File: src/rtl/fmac_pktctrl_rd.sv
// fmac_pktctrl_rd: read-side consumer of the packet-control FIFO.
// Pops 4-byte control records through a non-FWFT read port, assembles a
// descriptor {flags, len, tag} and hands it out over valid/ready.
// Optional macro FMAC_PKTCTRL_CHK_EN: byte3 is a check byte (b0^b1^b2)
// and a mismatch also flags the descriptor as malformed.
module fmac_pktctrl_rd #(
  parameter int unsigned REC_BYTES = 4,
  parameter logic [15:0] MAX_LEN   = 16'd9600,
  parameter int unsigned USEDW_W   = 13
) (
  input  logic               clk,
  input  logic               rst_n,
  input  logic               enable,
  output logic               rdreq,
  input  logic [7:0]         q,
  input  logic               rdempty,
  input  logic [USEDW_W-1:0] rdusedw,
  output logic               desc_valid,
  input  logic               desc_ready,
  output logic [7:0]         desc_flags,
  output logic [15:0]        desc_len,
  output logic [7:0]         desc_tag,
  output logic               desc_err,
  output logic [15:0]        err_cnt
);

  typedef enum logic [1:0] {IDLE, RD, CHECK, HOLD} state_t;

  state_t      state_q, state_d;
  logic [2:0]  iss_q, iss_d;
  logic        cap_vld_q, cap_vld_d;
  logic [1:0]  cap_idx_q, cap_idx_d;
  logic [7:0]  byte_q [0:3];
  logic [7:0]  byte_d [0:3];
  logic        valid_q, valid_d;
  logic [7:0]  flags_q, flags_d;
  logic [15:0] len_q, len_d;
  logic [7:0]  tag_q, tag_d;
  logic        err_q, err_d;
  logic [15:0] cnt_q, cnt_d;

  logic        rdreq_c;
  logic [15:0] rec_len;
  logic        len_bad;
  logic        chk_bad;

  assign rec_len = {byte_q[1], byte_q[2]};
  assign len_bad = (rec_len == 16'd0) || (rec_len > MAX_LEN);
`ifdef FMAC_PKTCTRL_CHK_EN
  assign chk_bad = (byte_q[3] != (byte_q[0] ^ byte_q[1] ^ byte_q[2]));
`else
  assign chk_bad = 1'b0;
`endif

  // Next-state and datapath: issue 4 reads, capture one cycle behind, then
  // build the descriptor and hold it until accepted.
  always_comb begin
    state_d   = state_q;
    iss_d     = iss_q;
    valid_d   = valid_q;
    flags_d   = flags_q;
    len_d     = len_q;
    tag_d     = tag_q;
    err_d     = err_q;
    cnt_d     = cnt_q;
    for (int unsigned i = 0; i < 4; i++) byte_d[i] = byte_q[i];

    rdreq_c   = (state_q == RD) && (iss_q < 3'd4);
    cap_vld_d = rdreq_c;
    cap_idx_d = iss_q[1:0];
    if (cap_vld_q) byte_d[cap_idx_q] = q;

    case (state_q)
      IDLE: begin
        iss_d = '0;
        if (enable && !rdempty && (rdusedw >= USEDW_W'(REC_BYTES))) state_d = RD;
      end
      RD: begin
        if (rdreq_c) iss_d = iss_q + 3'd1;
        // Leave only once the last byte has landed (one cycle after its rdreq).
        if (cap_vld_q && (cap_idx_q == 2'd3)) state_d = CHECK;
      end
      CHECK: begin
        flags_d = byte_q[0];
        len_d   = rec_len;
        tag_d   = byte_q[3];
        err_d   = len_bad || chk_bad;
        valid_d = 1'b1;
        state_d = HOLD;
      end
      HOLD: begin
        if (desc_ready) begin
          valid_d = 1'b0;
          if (err_q && (cnt_q != '1)) cnt_d = cnt_q + 16'd1;
          state_d = IDLE;
        end
      end
      default: state_d = IDLE;
    endcase
  end

  // FSM state register.
  always_ff @(posedge clk) begin
    if (!rst_n) state_q <= IDLE;
    else        state_q <= state_d;
  end

  // Counters, byte slots and descriptor registers.
  always_ff @(posedge clk) begin
    if (!rst_n) begin
      iss_q     <= '0;
      cap_vld_q <= 1'b0;
      cap_idx_q <= '0;
      for (int unsigned i = 0; i < 4; i++) byte_q[i] <= '0;
      valid_q   <= 1'b0;
      flags_q   <= '0;
      len_q     <= '0;
      tag_q     <= '0;
      err_q     <= 1'b0;
      cnt_q     <= '0;
    end else begin
      iss_q     <= iss_d;
      cap_vld_q <= cap_vld_d;
      cap_idx_q <= cap_idx_d;
      for (int unsigned i = 0; i < 4; i++) byte_q[i] <= byte_d[i];
      valid_q   <= valid_d;
      flags_q   <= flags_d;
      len_q     <= len_d;
      tag_q     <= tag_d;
      err_q     <= err_d;
      cnt_q     <= cnt_d;
    end
  end

  assign rdreq      = rdreq_c;
  assign desc_valid = valid_q;
  assign desc_flags = flags_q;
  assign desc_len   = len_q;
  assign desc_tag   = tag_q;
  assign desc_err   = err_q;
  assign err_cnt    = cnt_q;

endmodule

File: config.mk
export PLATFORM = sky130hd
export DESIGN_NAME = fmac_pktctrl_rd
export DESIGN_NICKNAME = d
export VERILOG_FILES = /design/src/rtl/fmac_pktctrl_rd.sv
export SDC_FILE = /design/constraint.sdc
export NUM_CORES = 1
export LEC_CHECK = 0
export BUFFER_PORTS_ARGS = -buffer_cell sky130_fd_sc_hd__buf_2
export CORE_ASPECT_RATIO = 1.25
export CORE_MARGIN = 1
export CORE_UTILIZATION = 50
export DETAILED_ROUTE_END_ITERATION = 16
export HOLD_SLACK_MARGIN = 0.05
export PLACE_DENSITY = 0.73
export SYNTH_ARGS = -nofsm -noshare
export SYNTH_HDL_FRONTEND = slang
export SYNTH_SLANG_ARGS = --single-unit
File: constraint.sdc
create_clock -name clk -period 5.8 [get_ports clk]
set_clock_uncertainty 0.2 [all_clocks]
set_input_delay 0 -clock clk [delete_from_list [all_inputs] [get_ports clk]]
set_output_delay 0 -clock clk [all_outputs]
set_load 0.01 [all_outputs]
== After elaboration in Yosys (flattened, before gate mapping) ==
Memory sizes are Yosys's and may differ from the RTL's.
Cells that the tools add are included.

* Add/subtract/negate cells: 2
* $mul: 0
* Div/mod/pow operators: 0
* Order comparisons: 5
* Eq/ne operators: 9
* Shift operators: 0
* Muxes and demuxes: 18
* Bitwise operators: 5
* Reductions and logical operators: 16

{| class="wikitable"
|+ Operator list
! kind !! count
|-
| 8-bit two-way mux || 5
|-
| 32-bit bitwise mux || 1
|-
| 32-bit two-way mux || 1
|-
| 16-bit by 1-bit adder with 16-bit output, second input constant || 1
|-
| 8-bit demux with 2-bit select || 1
|-
| 16-bit by 14-bit greater-than comparator with 1-bit output, second input constant || 1
|-
| 16-bit logical NOT || 1
|-
| 16-bit inequality test, second input constant || 1
|-
| 13-bit by 3-bit greater-or-equal comparator with 1-bit output, second input constant || 1
|-
| 2-bit one-hot mux with 4 select lines || 1
|-
| 2-bit == test, second input constant || 3
|-
| 1-bit logical AND || 6
|-
| 2-bit two-way mux || 3
|-
| 2-bit inequality test, second input constant || 3
|-
| 3-bit one-hot mux with 2 select lines || 1
|-
| 3-bit AND reduction || 2
|-
| 1-bit bitwise OR || 4
|-
| 2-bit AND reduction || 2
|-
| 2-bit nonzero test || 2
|-
| 3-bit by 1-bit adder with 3-bit output, second input constant || 1
|-
| 3-bit greater-or-equal comparator, second input constant || 1
|-
| 3-bit by 1-bit less-than comparator with 1-bit output, second input constant || 1
|-
| 3-bit less-than comparator, second input constant || 1
|-
| 1-bit two-way mux || 3
|-
| 8 further kinds || 8
|}

* Register bits: 58
* Latch bits: 0
* RAM bits: 32
* Bits in read-only memories: 0
* Input port bits: 26
* Logic and storage cells: 66
* Memories: 1

{| class="wikitable"
|+ Memory list
! name !! words !! width !! read ports !! clocked after memory_dff !! write ports !! RTL line !! text
|-
| byte_q || 4 || 8 || 4 || 0 || 4 || 33 || <nowiki>logic [7:0] byte_q [0:3];</nowiki>
|}

== Logic depth before layout (Yosys ltp) ==
Gate-level depths: netlist (run 1).

* Depth after elaboration: 8
* Mapped depth: 6

== Worst setup path before layout (run 1) ==
No wires, ideal clock.

* Path kind: reg-to-reg
* From: reg cnt_q[0], in the netlist err_cnt[0]
* To: reg cnt_q[10], in the netlist err_cnt[10]
* Setup time: 0.070 ns
* Data arrival time: 1.587 ns
* Required time: 5.530 ns
* Slack: 3.943 ns
* Stages on the path, launching flop included: 7
* Buffers on the path: 1
* Clock period less this slack: 1.857 ns
* Cell sequence: dfxtp_1 ha_1 and4_1 buf_4 nand3_2 or4_1 a21oi_1

* Cells in the longest elaborated chain, start to end: 3
* Elaborated cells between the ends (all ways): 4
* Classes of those cells: 1 x add/sub; 1 x eq/ne; 2 x reduce/logical

{| class="wikitable"
|+ Ends and longest elaborated chain
! item !! RTL line !! text
|-
| start: declaration || 40 || <nowiki>logic [15:0] cnt_q, cnt_d;</nowiki>
|-
| start signal: assignment || 131 || <nowiki>cnt_q <= cnt_d;</nowiki>
|-
| parallel branches: the longest is 3 deep, another holds 16-bit by 1-bit adder with 16-bit output || n/a ||
|}

Parallel ways; which one is timed is not known.
A chain may end at the register's enable or synchronous reset.

== Worst setup path after layout (run 1) ==
* From: reg state_q[0]
* To: reg err_q, in the netlist desc_err

* Cells in the longest elaborated chain, start to end: 1

{| class="wikitable"
|+ Ends and longest elaborated chain
! item !! RTL line !! text
|-
| start: declaration || 29 || <nowiki>state_t state_q, state_d;</nowiki>
|-
| start signal: assignment || 105 || <nowiki>else state_q <= state_d;</nowiki>
|-
| 2-bit == test || 73 || <nowiki>case (state_q)</nowiki>
|-
| end signal: assignment || 130 || <nowiki>err_q <= err_d;</nowiki>
|-
| end: declaration || 39 || <nowiki>logic err_q, err_d;</nowiki>
|}

Every way passes these cells.

==> impl_metrics.toml, run 1 <==
[status]
run_status = "finished clean"

[clocking]
numCtsBuffers = 9
post_cts_buffers = 0
clk_path_buf_depth = 2
cts.sinks = 90
worstSkewPairLatency_ps = 350
cts_max_level = 3
path_clk_slew_ps = 80
cts_tree = "done"
cts_root_buf = "clkbuf_8"

[worst_setup_path]
path_class = "flip-flop to flip-flop"
cp-end-kind = "flip-flop"
cp.required_ps = 5830
r2r_end = "desc_err"
path_max_fanout = 35
critPathArrivalTime_ps = 2360
reg2regPathDepth = 5
rrSetupSlack_ps = 3470
rr_startpoint = "state_q[0]"
start_kind = "flip-flop"

[floorplanning]
core-area_um2 = 7020
ios = 77
die_x_um = 78.3
num_rows = 34
die_h_um = 97.4
dieArea_um2 = 7620
start_util_pct = 51.8

[logic_synthesis]
syn_nets = 419
postSynth.asyncResetShare_pct = 0
synth_flop_cell = "dfxtp_1"
synth_top_area_share_pct = 49.5
synth_warnings = 0
yosysSeqAreaShare_pct = 49.5
netlist_area_um2 = 3640
synth-seq-cells = 90
synth_edf_count = 0
yosys-top-cells-area = "dfxtp_1 50%, mux2i_1 14%, nor2_1 5.7%"
synth_cell_types = 51
syn_inst = 387
syn_area_per_cell_um2 = 9.40
synth_top_cell_by_area = "dfxtp_1"

[timing]
finalMaxSlewViolations = 0
max_freq_mhz = 429
hold_viol = 0
setup_violations = 0
final.period_utilization_pct = 40.2
worst_pin_slew_ps = 1050
rsz0062_at_grt = "no"
max-slew-margin-rel_pct = 30.0
fin_setup_tns_ps = 0
period_needed_ps = 2330

[layout]
fin_cells = 562
multi_input_comb_area_um2 = 1730
regArea_um2 = 1800
num_antenna_cells = 0
area_growth_pct = 21.2
fill_cells = 612
nNetsFinal = 499
drive_above_1_share_pct = 22.2

[routing]
dr.first_iter.drc_count = 191
drc_errors = 0
wl_per_cell_um = 14.1
finalWirelength_um = 7940
ant_nets = 0
viasPerCell = 5.36
vias = 3011
drt_pass1_iterations = 5

[power_and_ir_drop]
p_per_area_nw_per_um2 = 306
p_leak_uw = 0.00184
ir_worst_vdd_uv = 184

[worst_hold_path]
worstHoldStart = "rdusedw[12]"
hold_end = "state_q[1]"
min_path_cells = 5
hp-class = "primary input to flip-flop"

[run]
drv_cap = 0

[global_route]
grt_pass1_wl_um = 13000
antenna_found_initial = 0
grt_max_degree = 54
overflow = 0
globalRouteTotalUtil_pct = 21.6
grt_pass1_vias = 2816

[place]
finalWeightedCongestion = 0.798
port_buffers = 74
dp_hpwl_um = 5440
dp.cells = 534
==> power by group <==
| part | switching (uW) | internal, uW | leakage (uW) |
|---|---|---|---|
| sequential | 19.1 | 641 | 0.000726 |
| clock | 211 | 277 | 0.000119 |
| combinational | 112 | 88.9 | 0.000991 |
==> worst max-delay path by stage <==
stage | startpoint | to | slack, ps
after global placement | state_q[0] | desc_err | 3460
after global routing | state_q[0] | desc_err | 3280
after detailed placement | state_q[0] | desc_err | 3460
after CTS | state_q[0] | desc_err | 3400
final | state_q[0] | desc_err | 3470
after floorplan | err_cnt[0] | err_cnt[10] | 3940
==> synth_stat cells (2+ instances only) <==
library cell,n
clkbuf_1,11
a21o_1,2
nand2_1,45
o311a_2,2
nand2b_1,6
buf_2,5
nand3_1,12
nor3_1,4
a31oi_1,3
or3_1,4
and2_2,2
nand4_1,4
and4_1,2
mux2i_1,51
dfxtp_1,90
and2_1,2
o31ai_1,3
ha_1,6
and3_1,3
nor2_1,55
a21oi_1,29
o21ai_0,3
nor4_1,4
inv_1,5
nor2b_1,2
o21bai_1,3
o21ai_1,3
or4_1,3
==> routing by layer <==
layer	vias to the layer above	share of wire, %	GRT usage (%)
met5	-	0	0
met2	67	51	36.2
met4	0	1.7	8.12
met3	10	3.8	4.79
met1	1421	43	26.8
li1	1513	-	-
==> what timing repair did <==
action / 4_1_cts / 5_1_grt
hold endpoints to repair: 48 / 0
resized for setup: 0 / 0
hold buffers: 12 / 0
==> state kept, by name, indices dropped and copies added (netlist names) <==
name and flops:
byte_q 32, cap_idx_q 2, cap_vld_q 1, desc_err 1, desc_flags 8, desc_len 16
desc_tag 8, desc_valid 1, err_cnt 16, iss_q 3, state_q 2
==> through the flow <==
step | hold WS, ps | power, uW | instance area (um2) | setup slack [ps] | util, %
final | 87.3 | 1350 | 4410 | 3470 | 62.8
after global routing | 131 | 1410 | 4410 | 3280 | 62.8
after CTS | 78.4 | 1360 | 4410 | 3400 | 62.8
after detailed placement | 98.3 | 870 | 4050 | 3460 | 57.7
after global placement | 97.5 | 862 | 4050 | 3460 | 57.7
after floorplan | -64.0 | 814 | 3640 | 3940 | -
==> cells by family after synthesis <==
group                    Yosys count  synth area share, %
AND/OR/NAND/NOR                  158                 21.6
flip-flops                        90                 49.5
AO/OA/AOI/OAI                     57                 9.74
multiplexers                      51                 14.0
buffers and inverters             25                 3.06
adder cells (fa/ha/maj)            6                 2.06
==> layout make-up <==
type | instances | share of cell area [%]
Sequential cell | 90 | 40.9
Multi-Input combinational cell | 272 | 39.2
Timing Repair Buffer | 88 | 11.5
Clock buffer | 12 | 3.75
Tap cell | 90 | 2.56
Clock inverter | 4 | 1.65
Inverter | 6 | 0.511
==> critical path: stages (launching register included) <==
cell       delay [ps]
dfxtp_1           350
inv_1              90
ha_2              880
inv_1             200
a2111oi_0         340
a31oi_1           140
==> placed cells by master, fill, tap and decap left out, drive strengths merged, types with 2 or more instances in the layout <==
| cell type | n |
|---|---|
| nor4 | 5 |
| or3 | 4 |
| and4 | 3 |
| buf | 76 |
| nand3 | 13 |
| nor2b | 2 |
| nor3 | 4 |
| nand2b | 6 |
| or4 | 3 |
| nor2 | 55 |
| ha | 6 |
| bufinv | 2 |
| nand4 | 6 |
| clkbuf | 12 |
| a31oi | 3 |
| dfxtp | 90 |
| o31ai | 3 |
| o311a | 3 |
| nand2 | 45 |
| a21o | 2 |
| and3 | 4 |
| dlygate4sd3 | 12 |
| o21ai | 6 |
| inv | 6 |
| mux2i | 51 |
| a21oi | 29 |
| o21bai | 3 |
| and2 | 4 |
Power figures use the tool's default switching activity.
==> run 2: changes to the inputs <==
Settings changed: ABC_AREA set to 1.
Clock period 5.8 ns to 2.3 ns, I/O delays scaled along.
==> impl_metrics.toml, run 2 <==
[layout]
largest_reg_flops = 32
fin_cells = 680
final_common_cell = "dfxtp_1"
nNetsFinal = 617
fill_cells = 674
area_growth_pct = 17.8
largest-register = "byte_q"
final_cell_mix = "90 x dfxtp_1, 82 x nor2_1, 74 x buf_2"
drive_above_1_share_pct = 20.7
num_antenna_cells = 0

[power_and_ir_drop]
ir_worst_vdd_uv = 523
p_clk_share_pct = 22.7
p_sw_uw = 1310
p_per_area_nw_per_um2 = 868
p_leak_uw = 0.00196
total_power_uw = 3930
power_switching_share_pct = 33.5
internal_power_uw = 2610
p_seq_share_pct = 50.2
p_comb_share_pct = 27.1

[worst_setup_path]
slowest_stage = "dlygate4sd3_1"
cp-end-kind = "flip-flop"
critPathMaxStageDelay_ps = 570
start_kind = "primary input"
path_max_fanout = 3
cp.required_ps = 2350
crit_path_cell_trace = "dlygate4sd3_1 -> buf_2 -> nor2_1 -> dlygate4sd3_1 -> nand2_1 -> dlygate4sd3_1 -> nand2_1 -> nand3_1 -> nand2_1 -> nor2_1"
critPathArrivalTime_ps = 2230
path_class = "primary input to flip-flop"

[timing]
worst_pin_slew_ps = 534
rsz0062_at_grt = "no"
finalMaxSlewViolations = 0
fin_setup_tns_ps = 0
whs_ps = 260
setup_violations = 0
max-slew-margin-rel_pct = 64.4
hold_viol = 0
max_freq_mhz = 458
period_needed_ps = 2180
final.period_utilization_pct = 94.9

[logic_synthesis]
synth_warnings = 0
synth_common_cells = "90 x dfxtp_1, 82 x nor2_1, 71 x o21ai_0, 60 x nand2_1, 52 x a21oi_1"
syn_inst = 504
netlist_area_um2 = 3840
synth_cell_types = 31
synth-seq-cells = 90
synth_edf_count = 0
yosysSeqAreaShare_pct = 46.9
synth.most_common_cell = "dfxtp_1"
syn_area_per_cell_um2 = 7.62
synth_flop_cell = "dfxtp_1"
synth_top_area_share_pct = 46.9
syn_nets = 536
synth_top_cell_by_area = "dfxtp_1"
postSynth.asyncResetShare_pct = 0
yosys-top-cells-area = "dfxtp_1 47%, o21ai_0 9.3%, nor2_1 8.0%"

[global_route]
antenna_found_initial = 0
grt_max_degree = 39
overflow = 0
globalRouteTotalUtil_pct = 23.2
grt_pass1_wl_um = 14500
grt_pass1_vias = 3273

[run]
drv_cap = 0

[status]
run_status = "finished clean"

[floorplanning]
die_h_um = 100
core-area_um2 = 7400
num_rows = 35
dieArea_um2 = 8040
die_x_um = 80.4
start_util_pct = 51.9
ios = 77

[routing]
ant_nets = 0
drc_errors = 0
dr.first_iter.drc_count = 93
dr_wl_met3_um = 364
finalWirelength_um = 8650
viasPerCell = 5.12
wl_met1_um = 3790
met2_length_um = 4280
wl_per_cell_um = 12.7
vias = 3483
drt_pass1_iterations = 4
top_layer_used = "met4"

[clocking]
numCtsBuffers = 9
path_clk_slew_ps = 90
clk_path_buf_depth = 2
worstSkewPairLatency_ps = 350
cts_root_buf = "clkbuf_8"
cts_tree = "done"
cts.sinks = 90
cts_max_level = 3

[worst_hold_path]
hp-class = "flip-flop to flip-flop"

[place]
finalWeightedCongestion = 0.823
dp_hpwl_um = 6100
dp.cells = 653
port_buffers = 74
[run 2: cell types whose count changed in the layout (fill, tap and decap cells not counted), sizes merged, moves of 5 or more]
cell    delta
nor4       -5
nand2     +28
a21oi     +32
inv       +42
nand3     +14
mux2i     -51
xnor2      +5
nor2      +31
o21ai     +66
nand2b     -6
[run 2: power groups by stage]
stage                     clock, uW  sequential (uW)  combinational (uW)
after CTS                       919             1970                1070
final                           891             1970                1070
after global placement            0             1990                1020
after global routing            984             2000                1230
after detailed placement          0             2000                1050
after floorplan                   0             2080                 598
[run 2: area by class of cell]
class	count	area, um2	area share [%]
repair buffers	93	546	12.1
inverters	49	184	4.06
flip-flops and latches	90	1800	39.8
clock buffers	11	131	2.90
multi-input cells	342	1730	38.2
clock inverters	3	18.8	0.415
well taps	92	115	2.54
[run 2: critical path: cells and delay by family]
kind	cells	cell delay, ps
buffers and inverters	4	1770
and+or+nand+nor	6	470
[run 2: worst paths after layout]
check / endpoint / slack (ps) / startpoint / depth (start not counted)
hold / removal: cap_idx_q[0] / 260 / iss_q[0] / 2
setup / recovery: state_q[1] / 120 / rdempty / 10
setup reg to reg: err_cnt[11] / 390 / err_cnt[1] / 10
hold reg to reg: cap_idx_q[0] / 260 / iss_q[0] / 2
[run 2: routing by layer]
metal | vias up | track usage (%)
li1 | 1791 | -
met4 | 0 | 12.1
met2 | 90 | 40.9
met5 | - | 0
met1 | 1586 | 26.4
met3 | 16 | 4.00
[run 2: kinds of logic (layout without fill, tap and decap cells)]
logic type	count (synthesis)	after routing	synth area share, %
AND/OR/NAND/NOR	192	192	22.1
AO/OA/AOI/OAI	135	135	18.9
flip-flops	90	90	46.9
buffers and inverters	72	156	8.08
XOR/XNOR	9	9	2.05
adder cells (fa/ha/maj)	6	6	1.95
[run 2: per-stage QoR]
step | instance area, um2 | util, % | setup slack, ps
6_report | 4530 | 61.1 | 117
5_1_grt | 4530 | 61.1 | 2.31
4_1_cts | 4530 | 61.1 | 221
3_5_place_dp | 4250 | 57.4 | 415
3_3_place_gp | 4250 | 57.4 | 450
2_1_floorplan | 3840 | - | 445
[run 2: timing repair]
action,in CTS,in global routing
endpoints found under the hold margin,62,0
resized for setup,0,0
buffers inserted,0,0
hold buffers,13,0
==> run 3: changes to the inputs <==
Settings changed: CORE_ASPECT_RATIO 1.25 to 0.5, CTS_BUF_LIST set to sky130_fd_sc_hd__clkbuf_8, PLACE_DENSITY 0.73 to 0.75.
Clock period 2.3 ns to 1.8 ns, I/O delays scaled along.
==> impl_metrics.toml, run 3 (synthesis results as in run 2) <==
[layout]
fill_cells = 665
largest-register = "byte_q"
nNetsFinal = 638
area_growth_pct = 25.1
largest_reg_flops = 32
drive_above_1_share_pct = 24.1
num_antenna_cells = 0
fin_cells = 707
final_cell_mix = "87 x dfxtp_1, 82 x nor2_1, 74 x buf_2"
final_common_cell = "dfxtp_1"

[global_route]
grt_max_degree = 55
globalRouteTotalUtil_pct = 24.2
grt_pass1_wl_um = 15100
overflow = 0
grt_pass1_vias = 3301
antenna_found_initial = 0

[worst_hold_path]
hp-class = "primary input to flip-flop"

[floorplanning]
num_rows = 22
ios = 77
start_util_pct = 52.1
dieArea_um2 = 8060
core-area_um2 = 7380
die_x_um = 126
die_h_um = 64.0

[worst_setup_path]
start_kind = "primary input"
critPathArrivalTime_ps = 1790
crit_path_cell_trace = "dlygate4sd3_1 -> buf_2 -> nor3_1 -> dlygate4sd3_1 -> nand2_1 -> nand2_1 -> nand2_2 -> nand3_1 -> nand2_1 -> nor2_1"
critPathMaxStageDelay_ps = 570
cp-end-kind = "flip-flop"
path_class = "primary input to flip-flop"
cpMostUsedCell = "nand2_1"
cp.required_ps = 1900
slowest_stage = "dlygate4sd3_1"
worstPathBufferInverterCount = 3
path_max_fanout = 3
path_delay_family = "buffers and inverters"

[timing]
hold_viol = 0
period_needed_ps = 1690
setup_violations = 0
worst_pin_slew_ps = 520
whs_ps = 42.2
max_freq_mhz = 590
fin_setup_tns_ps = 0
max-slew-margin-rel_pct = 65.2
finalMaxSlewViolations = 0
final.period_utilization_pct = 94.1

[routing]
drc_errors = 0
wl_per_cell_um = 12.8
finalWirelength_um = 9040
drt_pass1_iterations = 4
viasPerCell = 5.06
vias = 3580
ant_nets = 0
dr.first_iter.drc_count = 197

[clocking]
worstSkewPairLatency_ps = 370
cts_max_level = 3
path_clk_slew_ps = 80
cts_tree = "done"
cts_root_buf = "clkbuf_8"
numCtsBuffers = 9
cts.sinks = 90
clk_path_buf_depth = 2

[place]
port_buffers = 74
dp.cells = 671
finalWeightedCongestion = 0.795
dp_hpwl_um = 5920

[run]
drv_cap = 0

[power_and_ir_drop]
p_per_area_nw_per_um2 = 1110
ir_worst_vdd_uv = 635
p_leak_uw = 0.00211

[status]
run_status = "finished clean"
-- run 3: area by class of cell --
type | instances | area, um2 | area share (%)
Clock buffer | 13 | 179 | 3.72
Clock inverter | 3 | 26.3 | 0.547
Inverter | 49 | 184 | 3.83
Multi-Input combinational cell | 342 | 1750 | 36.4
Sequential cell | 90 | 1810 | 37.6
Tap cell | 96 | 120 | 2.50
Timing Repair Buffer | 114 | 743 | 15.5
-- run 3: final timing paths --
path | startpoint | end | slack [ps] | cells after the start
setup / recovery | rdusedw[4] | state_q[1] | 110 | 10
hold / removal | rdusedw[10] | state_q[1] | 40 | 10
hold reg to reg | byte_q[3][2] | byte_q[3][2] | 250 | 2
setup reg to reg | state_q[0] | err_cnt[0] | 120 | 9
-- run 3: report_power, final --
group / total (uW) / internal [uW] / switching [uW]
Clock: 1400 / 669 / 735
Sequential: 2510 / 2340 / 176
Combinational: 1430 / 554 / 877
Total: 5350 / 3560 / 1790
-- run 3: what timing repair did --
item | in CTS | in global routing
buffers inserted | 0 | 1
endpoints found under the hold margin | 69 | 1
hold buffers | 22 | 1
gates resized for setup | 0 | 6
endpoints found under the setup margin | 0 | 17
-- run 3: stage by stage --
step	instance area (um2)	power, uW	worst slack (ps)	utilization (%)
after detailed placement	4370	3910	74.7	59.2
after global placement	4370	3880	101	59.2
after CTS	4790	5350	55.1	65.0
after floorplan	3840	3420	19.4	-
after global routing	4800	5720	-36.6	65.1
final	4800	5350	106	65.1
-- run 3: worst min-delay path, stage by stage --
cell     delay, ps
buf_2           90
nor2_1          50
nand2_1         60
nor2_1          40
nand2_1         50
nand2_1         50
nand2_2         80
nand3_1         70
nand2_1         60
nor2_1          40
-- run 3: routing by layer --
layer	GRT usage, %	up-vias	wire length (um)
li1	-	1844	-
met1	28.3	1623	4180
met2	41.2	103	4170
met3	9.63	10	566
met4	6.93	0	115
met5	0	-	0
